===== src/rtl/md_cell_pkg.sv =====
// Shared definitions for the cell streaming blocks.
//   DATA_WIDTH / ADDR_WIDTH : default position-word and cell-address widths
//   state_t                 : reader FSM states
//   hdr_count()             : turn the raw header count into a usable N (clamped)
package md_cell_pkg;
   localparam int DATA_WIDTH = 96;
   localparam int ADDR_WIDTH = 8;

   typedef enum logic [2:0] {IDLE, HDR, STREAM, DRAIN, DONE} state_t;

   // The header word carries N in its low address bits; anything past the
   // last particle slot is clamped to that slot.
   function automatic logic [ADDR_WIDTH-1:0] hdr_count(input logic [ADDR_WIDTH-1:0] raw,
                                                       input logic [ADDR_WIDTH-1:0] n_max);
      return (raw > n_max) ? n_max : raw;
   endfunction
endpackage


===== src/rtl/cell_stream_reader_if.sv =====
// Bus bundle between the cell reader, its position memory and the consumer.
//   mem_address/mem_rden : read port driven by the reader
//   mem_q                : memory read data (2-cycle latency)
//   out_valid/out_ready  : particle stream handshake
//   out_data/out_index/out_last : particle word, its address, last flag
interface cell_stream_reader_if #(
   parameter int DATA_WIDTH = md_cell_pkg::DATA_WIDTH,
   parameter int ADDR_WIDTH = md_cell_pkg::ADDR_WIDTH
);
   logic [ADDR_WIDTH-1:0] mem_address;
   logic                  mem_rden;
   logic [DATA_WIDTH-1:0] mem_q;
   logic                  out_valid;
   logic                  out_ready;
   logic [DATA_WIDTH-1:0] out_data;
   logic [ADDR_WIDTH-1:0] out_index;
   logic                  out_last;

   modport master (output mem_address, mem_rden, out_valid, out_data, out_index, out_last,
                   input  mem_q, out_ready);
   modport slave  (input  mem_address, mem_rden, out_valid, out_data, out_index, out_last,
                   output mem_q, out_ready);
endinterface


===== src/rtl/stream_fifo.sv =====
// Small synchronous FIFO with combinational head.
//   push/din   : write when not full
//   pop/dout   : dout is the head word; pop advances when not empty
//   count      : current occupancy; full/empty derived from it
module stream_fifo #(
   parameter int WIDTH = 8,
   parameter int DEPTH = 4
) (
   input  logic                       clock,
   input  logic                       rst_n,
   input  logic                       push,
   input  logic [WIDTH-1:0]           din,
   input  logic                       pop,
   output logic [WIDTH-1:0]           dout,
   output logic [$clog2(DEPTH+1)-1:0] count,
   output logic                       full,
   output logic                       empty
);
   localparam int PW = (DEPTH > 1) ? $clog2(DEPTH) : 1;
   localparam int CW = $clog2(DEPTH + 1);

   logic [DEPTH-1:0][WIDTH-1:0] mem;
   logic [PW-1:0]               wr_ptr, rd_ptr;
   logic                        do_push, do_pop;

   // Pointers wrap at DEPTH, which need not be a power of two.
   function automatic logic [PW-1:0] inc(input logic [PW-1:0] p);
      return (p == PW'(DEPTH - 1)) ? '0 : p + 1'b1;
   endfunction

   assign empty   = (count == '0);
   assign full    = (count == CW'(DEPTH));
   assign do_push = push && !full;
   assign do_pop  = pop && !empty;
   assign dout    = mem[rd_ptr];

   always_ff @(posedge clock or negedge rst_n) begin
      if (!rst_n) begin
         mem    <= '0;
         wr_ptr <= '0;
         rd_ptr <= '0;
         count  <= '0;
      end else begin
         if (do_push) begin
            mem[wr_ptr] <= din;
            wr_ptr      <= inc(wr_ptr);
         end
         if (do_pop) rd_ptr <= inc(rd_ptr);
         case ({do_push, do_pop})
            2'b10:   count <= count + 1'b1;
            2'b01:   count <= count - 1'b1;
            default: ;
         endcase
      end
   end
endmodule


===== src/rtl/cell_stream_reader.sv =====
// Streams one cell's particle positions out of its position memory.
// Reads the header (address 0) for N, then addresses 1..N, buffering the
// 2-cycle-latency returns in a credit-controlled FIFO so backpressure never
// loses data.
//   clock, rst_n  : clock, async active-low reset
//   start         : begin a pass (accepted only when idle)
//   bus           : memory read port + particle output stream
//   particle_num  : latched N
//   busy, done    : pass in progress / one-cycle completion pulse
//   count_err     : sticky, header exceeded the cell capacity
module cell_stream_reader #(
   parameter int DATA_WIDTH   = md_cell_pkg::DATA_WIDTH,
   parameter int PARTICLE_NUM = 220,
   parameter int ADDR_WIDTH   = md_cell_pkg::ADDR_WIDTH,
   parameter int FIFO_DEPTH   = 4
) (
   input  logic                  clock,
   input  logic                  rst_n,
   input  logic                  start,
   cell_stream_reader_if.master  bus,
   output logic [ADDR_WIDTH-1:0] particle_num,
   output logic                  busy,
   output logic                  done,
   output logic                  count_err
);
   import md_cell_pkg::*;

   localparam int CW = $clog2(FIFO_DEPTH + 1);
   localparam int EW = DATA_WIDTH + ADDR_WIDTH + 1;
   localparam logic [ADDR_WIDTH-1:0] N_MAX = ADDR_WIDTH'(PARTICLE_NUM - 1);

   state_t                      state, state_nxt;
   // Stage 0 is the registered read request itself (mem_rden/mem_address);
   // stage 2 lines up with the returning mem_q.
   logic [2:0]                  vld_pipe;
   logic [2:0][ADDR_WIDTH-1:0]  idx_pipe;
   logic                        rden_nxt, n_set, credit_ok;
   logic [ADDR_WIDTH-1:0]       addr_nxt, n_raw, n_clamp;
   logic                        n_over, push, pop, fifo_full, fifo_empty;
   logic [CW-1:0]               fifo_count;
   logic [CW+1:0]               used;
   logic [EW-1:0]               push_word, head_word;

   assign n_raw   = bus.mem_q[ADDR_WIDTH-1:0];
   assign n_over  = (n_raw > N_MAX);
   assign n_clamp = hdr_count(n_raw, N_MAX);

   // Slots committed after this cycle: buffered words that are not leaving
   // now, plus every read still travelling through the memory pipe.
   assign used = (CW+2)'(fifo_count) + (CW+2)'(vld_pipe[0]) + (CW+2)'(vld_pipe[1])
               + (CW+2)'(vld_pipe[2]) - (CW+2)'(pop);
   assign credit_ok = (used < (CW+2)'(FIFO_DEPTH));

   // Address 0 returns are the header and never enter the FIFO.
   assign push      = vld_pipe[2] && (idx_pipe[2] != '0) && !fifo_full;
   assign pop       = bus.out_valid && bus.out_ready;
   assign push_word = {bus.mem_q, idx_pipe[2], (idx_pipe[2] == particle_num)};

   stream_fifo #(.WIDTH(EW), .DEPTH(FIFO_DEPTH)) u_fifo (
      .clock (clock),
      .rst_n (rst_n),
      .push  (push),
      .din   (push_word),
      .pop   (pop),
      .dout  (head_word),
      .count (fifo_count),
      .full  (fifo_full),
      .empty (fifo_empty)
   );

   assign {bus.out_data, bus.out_index, bus.out_last} = head_word;
   assign bus.out_valid   = !fifo_empty;
   assign bus.mem_rden    = vld_pipe[0];
   assign bus.mem_address = idx_pipe[0];
   assign busy            = (state != IDLE);
   assign done            = (state == DONE);

   always_comb begin
      state_nxt = state;
      rden_nxt  = 1'b0;
      addr_nxt  = bus.mem_address;
      n_set     = 1'b0;
      case (state)
         IDLE: begin
            addr_nxt = '0;
            if (start) begin
               rden_nxt  = 1'b1;
               state_nxt = HDR;
            end
         end
         HDR: begin
            addr_nxt = '0;
            if (vld_pipe[2]) begin
               n_set = 1'b1;
               if (n_clamp == '0) begin
                  state_nxt = DONE;
               end else begin
                  // First particle read goes out together with the header capture.
                  rden_nxt  = 1'b1;
                  addr_nxt  = ADDR_WIDTH'(1);
                  state_nxt = (n_clamp == ADDR_WIDTH'(1)) ? DRAIN : STREAM;
               end
            end
         end
         STREAM: begin
            if (credit_ok) begin
               rden_nxt = 1'b1;
               addr_nxt = bus.mem_address + ADDR_WIDTH'(1);
               if (addr_nxt == particle_num) state_nxt = DRAIN;
            end
         end
         DRAIN: begin
            if (used == '0) state_nxt = DONE;
         end
         DONE: begin
            addr_nxt  = '0;
            state_nxt = IDLE;
         end
         default: state_nxt = IDLE;
      endcase
   end

   always_ff @(posedge clock or negedge rst_n) begin
      if (!rst_n) begin
         state        <= IDLE;
         vld_pipe     <= '0;
         idx_pipe     <= '0;
         particle_num <= '0;
         count_err    <= 1'b0;
      end else begin
         state    <= state_nxt;
         vld_pipe <= {vld_pipe[1:0], rden_nxt};
         idx_pipe <= {idx_pipe[1:0], addr_nxt};
         if (state == IDLE && start) count_err <= 1'b0;
         if (n_set) begin
            particle_num <= n_clamp;
            count_err    <= n_over;
         end
      end
   end
endmodule


===== src/flat_wrapper.sv =====
// flat-port wrapper written by rule: the top's interface ports become plain ports
module cell_stream_reader_flat import md_cell_pkg::*;
#(
   parameter int DATA_WIDTH   = md_cell_pkg::DATA_WIDTH,
   parameter int PARTICLE_NUM = 220,
   parameter int ADDR_WIDTH   = md_cell_pkg::ADDR_WIDTH,
   parameter int FIFO_DEPTH   = 4
)
  (clock, rst_n, start, particle_num, busy, done, count_err, bus_mem_address, bus_mem_rden, bus_out_valid, bus_out_data, bus_out_index, bus_out_last, bus_mem_q, bus_out_ready);
  cell_stream_reader_if #(.DATA_WIDTH(DATA_WIDTH), .ADDR_WIDTH(ADDR_WIDTH)) bus_i ();
  input  logic clock;
  input  logic rst_n;
  input  logic start;
  output logic [ADDR_WIDTH-1:0] particle_num;
  output logic busy;
  output logic done;
  output logic count_err;
  output wire logic [$bits(bus_i.mem_address)-1:0] bus_mem_address;
  output wire logic [$bits(bus_i.mem_rden)-1:0] bus_mem_rden;
  output wire logic [$bits(bus_i.out_valid)-1:0] bus_out_valid;
  output wire logic [$bits(bus_i.out_data)-1:0] bus_out_data;
  output wire logic [$bits(bus_i.out_index)-1:0] bus_out_index;
  output wire logic [$bits(bus_i.out_last)-1:0] bus_out_last;
  input wire logic [$bits(bus_i.mem_q)-1:0] bus_mem_q;
  input wire logic [$bits(bus_i.out_ready)-1:0] bus_out_ready;
  assign bus_mem_address = bus_i.mem_address;
  assign bus_mem_rden = bus_i.mem_rden;
  assign bus_out_valid = bus_i.out_valid;
  assign bus_out_data = bus_i.out_data;
  assign bus_out_index = bus_i.out_index;
  assign bus_out_last = bus_i.out_last;
  assign bus_i.mem_q = bus_mem_q;
  assign bus_i.out_ready = bus_out_ready;
  cell_stream_reader #(.DATA_WIDTH(DATA_WIDTH), .PARTICLE_NUM(PARTICLE_NUM), .ADDR_WIDTH(ADDR_WIDTH), .FIFO_DEPTH(FIFO_DEPTH)) u_core (.clock(clock), .rst_n(rst_n), .start(start), .bus(bus_i), .particle_num(particle_num), .busy(busy), .done(done), .count_err(count_err));
endmodule

===== config.mk =====
export PLATFORM = sky130hd
export DESIGN_NAME = cell_stream_reader_flat
export DESIGN_NICKNAME = d
export VERILOG_FILES = /design/src/rtl/md_cell_pkg.sv /design/src/rtl/cell_stream_reader_if.sv /design/src/rtl/stream_fifo.sv /design/src/rtl/cell_stream_reader.sv /design/src/flat_wrapper.sv
export SDC_FILE = /design/constraint.sdc
export NUM_CORES = 1
export LEC_CHECK = 0
export CAP_MARGIN = 20
export CORE_MARGIN = 2
export CORE_UTILIZATION = 51
export CTS_CLUSTER_DIAMETER = 120
export DETAILED_ROUTE_END_ITERATION = 8
export HOLD_SLACK_MARGIN = 0.05
export PLACE_DENSITY = 0.76
export SLEW_MARGIN = 20
export SYNTH_ARGS = -nofsm -noshare
export SYNTH_HDL_FRONTEND = slang
export SYNTH_HIERARCHICAL = 1
export SYNTH_SLANG_ARGS = --single-unit

===== constraint.sdc =====
create_clock -name clock -period 3.69 [get_ports clock]
set_clock_uncertainty 0.05 [all_clocks]
set_input_delay 0.5535 -clock clock [delete_from_list [all_inputs] [get_ports clock]]
set_output_delay 0.5535 -clock clock [all_outputs]
set_load 0.005 [all_outputs]

# Word level (Yosys, flattened, before mapping)
# Index checks and enable logic that the tools add are counted.
# totals
ff_bits,466
in_bits,100
output_inout_bits,126
word_cells,96
# classes
add_sub_neg,9
n_lt_le_gt_ge,5
eq_ne,17
n_mux,30
n_reduce_logical,21
# op_table
cell,count
bitwise mux 420 bit,1
binary-select mux 105 bit (select 2 bit),1
demux 105 bit (select 2 bit),1
two-way mux 105 bit,2
two-way mux 8 bit,3
one-hot mux 8 bit (3 select lines),1
two-way mux 3 bit,6
equality test 8 bit,2
one-hot mux 3 bit (4 select lines),1
adder 5 x 1 -> 5 bit,2
two-way mux 1 bit,10
"adder 8 x 1 -> 8 bit, second input constant",1
"equality test 8 x 1 -> 1 bit, second input constant",1
"greater-than comparator 8 bit, second input constant",1
logical NOT 8 bit,1
"!= test 2 x 1 -> 1 bit, second input constant",4
nonzero test 8 bit,1
logical AND 1 bit,7
"equality test 2 bit, second input constant",3
"equality test 3 x 2 -> 1 bit, second input constant",2
"equality test 3 bit, second input constant",2
logical NOT 3 bit,2
"< comparator 2 x 3 -> 1 bit, second input constant",2
one-hot mux 3 bit (2 select lines),1
other kinds (19),24

# Logic depth before layout (Yosys ltp)
# logic_depth
ltp_word,7
mapped_depth,14
mapped_depth_nobuf,13

# Cells and area by module
# The synthesis kept the hierarchy.
# by_module_without_submodules
mod,instances,cells_each,area_per_inst_um2,seq_area_each_um2
stream_fifo,1,1056,18527.8,10685.2
cell_stream_reader,1,223,2194.6,975.9

# Least setup slack after synthesis
# No wires, ideal clock.
# synth_path
path_type,flip-flop to flip-flop
from,register u_core.u_fifo.count[0]
to,register u_core.idx_pipe (netlist bit u_core/bus.mem_address[0])
setup_ns,0.126
arrival_ns,3.351
t_required_ns,3.514
setup_slack_ns,0.163
stages_incl_launch_ff,15
n_path_buf,1
synth_period_minus_slack_ns,3.527
path_cell_list,dfrtp_1 -> nor3_1 -> nor2b_1 -> ha_1 -> fa_1 -> inv_1 -> ha_1 -> inv_1 -> fa_1 -> xnor2_1 -> a311oi_2 -> o2111ai_1 -> buf_2 -> a21o_1 -> a221o_1
# synth_via
elab_chain_cells,7
elab_cells_between_ends,10
cone_classes,add/sub (4); order compare (1); eq/ne (1); reduce/logical (4)
# synth_rtl
item,line,source
start: declaration,stream_fifo.sv:15,"output logic [$clog2(DEPTH+1)-1:0] count,"
start signal: assignment,stream_fifo.sv:50,2'b10: count <= count + 1'b1;
start signal: assignment,stream_fifo.sv:51,2'b01: count <= count - 1'b1;
logical NOT 3 bit,stream_fifo.sv:31,assign empty = (count == '0);
net u_core.fifo_empty,cell_stream_reader.sv:39,"logic n_over, push, pop, fifo_full, fifo_empty;"
logical NOT 1 bit,cell_stream_reader.sv:72,assign bus.out_valid = !fifo_empty;
logical AND 1 bit,cell_stream_reader.sv:56,assign pop = bus.out_valid && bus.out_ready;
net u_core.pop,cell_stream_reader.sv:39,
subtractor 5 x 1 -> 5 bit,cell_stream_reader.sv:51,+ (CW+2)'(vld_pipe[2]) - (CW+2)'(pop);
< comparator 5 x 3 -> 1 bit,cell_stream_reader.sv:52,assign credit_ok = (used < (CW+2)'(FIFO_DEPTH));
!= test 2 x 1 -> 1 bit (no source line),--,
AND reduction 2 bit (no source line),--,
end signal: assignment,cell_stream_reader.sv:133,"idx_pipe <= {idx_pipe[1:0], addr_nxt};"
end: declaration,cell_stream_reader.sv:36,logic [2:0][ADDR_WIDTH-1:0] idx_pipe;
# The timed path passes the listed nets, and every way through them passes these cells.
# A chain may end at the register's enable or synchronous reset.

# Final worst setup path
# layout_path
from,register u_core.u_fifo.count[1]
to,register u_core.idx_pipe (netlist bit u_core/bus.mem_address[5])
# Same word-level chain as after synthesis.

==> impl_metrics.yaml <==
logic_synthesis:
  netlist_top_cells_count: "466 x dfrtp_1, 426 x mux2_2, 105 x mux4_2, 35 x buf_2, 25 x inv_1"
  avgSynthCellArea_um2: 16.2
  synth_top_area_frac: 0.563
  syn_inst: 1279
  yosysSeqAreaShare: 0.563
  yosys.area.top_type: "dfrtp_1"
  synth-edff-count: 0
  syn_area_um2: 20700
  synthFlopType: "dfrtp_1"
  yosysUniqueCellTypes: 53
  synthMostInstantiatedCell: "dfrtp_1"
  async_flop_share: 1.00
  synth_area_leaders: "dfrtp_1 56%, mux2_2 23%, mux4_2 11%, buf_6 1.2%, buf_2 0.85%"
  yosysWarnings: 6
  synthesis.nets: 1396
  synth_seq_cells: 466
worst_setup_path:
  cp.buffers_inverters: 3
  crit_fanout: 6
  critPathArrivalTime_ns: 4.04
  crit_path_start: "u_core/u_fifo/count[1]$_DFFE_PN0P_"
  critPathCapture: "u_core/bus.mem_address[5]$_DFFE_PN0P_"
  regToRegEndpoint: "u_core/bus.mem_address[5]$_DFFE_PN0P_"
  cp_common_cell: "inv_1"
  crit_path_max_incr_delay_ns: 0.44
  r2r-start: "u_core/u_fifo/count[1]$_DFFE_PN0P_"
  crit_path_end_kind: "register"
  cp_cell_sequence: "nor3_2 -> nor2b_1 -> ha_1 -> fa_1 -> inv_1 -> ha_2 -> inv_1 -> fa_2 -> xnor2_1 -> a311oi_2 -> o2111ai_1 -> buf_4 -> o311a_1 -> a211o_1"
  crit_cells: 14
  worstSetupPathType: "reg -> reg"
  crit_required_ns: 4.09
  cp_top_family: "adder cells"
  r2r_slack_ns: 0.05
  critPathLaunchType: "register"
  critical_path.slowest_cell: "fa_1"
  reg2reg_depth: 14
cells_and_area:
  drive_above_1_share: 0.433
  layout.nets: 1631
  areaGrowthSynthToFinish_pct: 22.4
  final_cells: 2079
floorplan:
  initial_utilization: 0.519
  fp.dieW_um: 206
  die_y_um: 206
  coreArea_um2: 39900
  rows: 73
  io_pins: 226
  design.die.area_um2: 42300
sta:
  slew_violations: 0
  post-route-period-util: 0.987
  rsz0062_at_grt: "yes"
  min_period_ns: 3.64
  hold_viol: 0
  setup_violations: 0
  max_freq_mhz: 275
  relSlewSlack: 0.471
  worst_slew_pin_slew_ns: 0.793
  whs_ns: 0.294
placement:
  dp_cells: 1984
  portBuffers: 225
  dp_hpwl_um: 27700
  place.gp.congestion: 0.803
power_and_ir_drop:
  cellPowerDensity_nw_per_um2: 846
  p_leak_nw: 11.3
  irDropWorstVdd_uv: 431
clocking:
  cts_made_buffers: 49
  insertion_delay_ns: 0.57
  clockRootBuffer: "clkbuf_16"
  ctsLongestPathBuffers: 3
  htree_levels: 2
  clock_sinks: 466
  cts.reportedPaths.clkPinSlew_ns: 0.06
  cts_tree: "done"
route:
  vias: 11900
  drc: 0
  drt_iter0_markers: 530
  avgRoutedWirePerCell_um: 21.5
  dr.pass1.iters: 4
  wirelength_um: 44600
  drtAntennaViolNets: 0
  avgViaCountPerCell: 5.71
global_route:
  grt_max_degree: 96
  grt_pass1_wl_um: 71200
  grt_antenna_before_repair: 1
  gr-total-overflow: 0
  grt.total_usage: 0.217
  grt_pass1_vias: 12900
min_path:
  min_path_type: "reg -> reg"
run_status:
  status: "completed"
run:
  drv_cap: 0
-- how the worst min path moves through the flow --
stage | from | end | cells after the start
floorplan | rst_n | u_core/bus.mem_address[0]$_DFFE_PN0P_ | 0
global placement | u_core/idx_pipe[14]$_DFF_PN0_ | u_core/idx_pipe[22]$_DFF_PN0_ | 0
detailed placement | u_core/idx_pipe[9]$_DFF_PN0_ | u_core/idx_pipe[17]$_DFF_PN0_ | 0
CTS | u_core/idx_pipe[9]$_DFF_PN0_ | u_core/idx_pipe[17]$_DFF_PN0_ | 0
global route | u_core/idx_pipe[9]$_DFF_PN0_ | u_core/idx_pipe[17]$_DFF_PN0_ | 0
finish | u_core/idx_pipe[9]$_DFF_PN0_ | u_core/idx_pipe[17]$_DFF_PN0_ | 0
-- power breakdown --
group          internal [mW]  total, mW  switching (mW)
combinational           5.22       8.12            2.89
sequential              7.08       8.28            1.20
clock                   3.04       5.05            2.00
-- state kept, by name (all words and copies together), names as in the netlist --
| name | flops |
|---|---|
| u_core/bus.mem_address | 8 |
| u_core/u_fifo/rd_ptr | 2 |
| u_core/particle_num | 8 |
| u_core/u_fifo/wr_ptr | 2 |
| u_core/vld_pipe | 3 |
| u_core/u_fifo/mem | 420 |
| u_core/state | 3 |
| u_core/u_fifo/count | 3 |
| u_core/count_err | 1 |
| u_core/idx_pipe | 16 |
-- per-layer routing --
metal | vias up | global-route usage | routed length, um
li1 | 5209 | - | -
met1 | 6356 | 0.293 | 19400
met2 | 255 | 0.358 | 22100
met3 | 56 | 0.0483 | 2250
met4 | 2 | 0.0550 | 813
met5 | - | 0 | 13
-- cell type report --
cell class | count | area (um2)
Antenna cell | 1 | 2.50
Clock buffer | 71 | 1470
Clock inverter | 19 | 205
Fill cell | 2848 | 14600
Inverter | 25 | 93.8
Multi-Input combinational cell | 704 | 8430
Sequential cell | 466 | 11700
Tap cell | 525 | 657
Timing Repair Buffer | 268 | 2820
-- kinds of logic (layout without fill, tap and decap cells) --
logic type               Yosys count  count (layout)  share of synthesized area
AND/OR/NAND/NOR                   85              85                     0.0216
flip-flops                       466             466                      0.563
multiplexers                     533             533                      0.347
adder cells (fa/ha/maj)           17              17                     0.0114
XOR/XNOR                          21              21                    0.00888
buffers and inverters            109             383                     0.0320
AO/OA/AOI/OAI                     48              48                     0.0168
other                              0               1                          0
-- cell usage in the layout (no fill, tap or decap), types with 5 or more instances in the layout --
master | netlist | final
nor3_1 | 9 | 7
clkdlybuf4s50_1 | 0 | 224
mux4_2 | 105 | 105
o21ai_0 | 9 | 9
a21oi_1 | 7 | 7
buf_12 | 0 | 19
ha_1 | 14 | 13
buf_4 | 12 | 22
o211ai_1 | 5 | 5
nand3_1 | 6 | 6
dfrtp_1 | 466 | 464
xor2_1 | 6 | 6
or4_1 | 7 | 7
clkbuf_1 | 13 | 8
nor2_1 | 21 | 21
inv_1 | 25 | 25
nand2_1 | 18 | 18
nand4_1 | 5 | 5
mux2_2 | 426 | 426
clkinv_2 | 0 | 12
xnor2_1 | 15 | 15
clkbuf_16 | 0 | 51
clkbuf_8 | 0 | 12
-- timing repair --
action / 4_1_cts / 5_1_grt
gates cloned: 0 / 0
endpoints found under the setup margin: 1 / 27
hold buffers: 1 / 0
gates resized for setup: 1 / 6
setup buffers: 0 / 3
pin swaps: 0 / 3
hold endpoints to repair: 84 / 0
-- stage by stage --
stage                     setup TNS, ns  utilization  power, mW  setup slack, ns  area [um2]
final                                 0        0.635       21.4           0.0483       25400
after global routing             -0.205        0.635       22.7          -0.0679       25400
after CTS                             0        0.634       21.6           0.0467       25300
after detailed placement          -2.70        0.592       16.4           -0.405       23600
after global placement            -2.10        0.592       16.1           -0.332       23600
after floorplan                       0            -       12.9            0.163       20700
(Power assumes the default switching activity.)
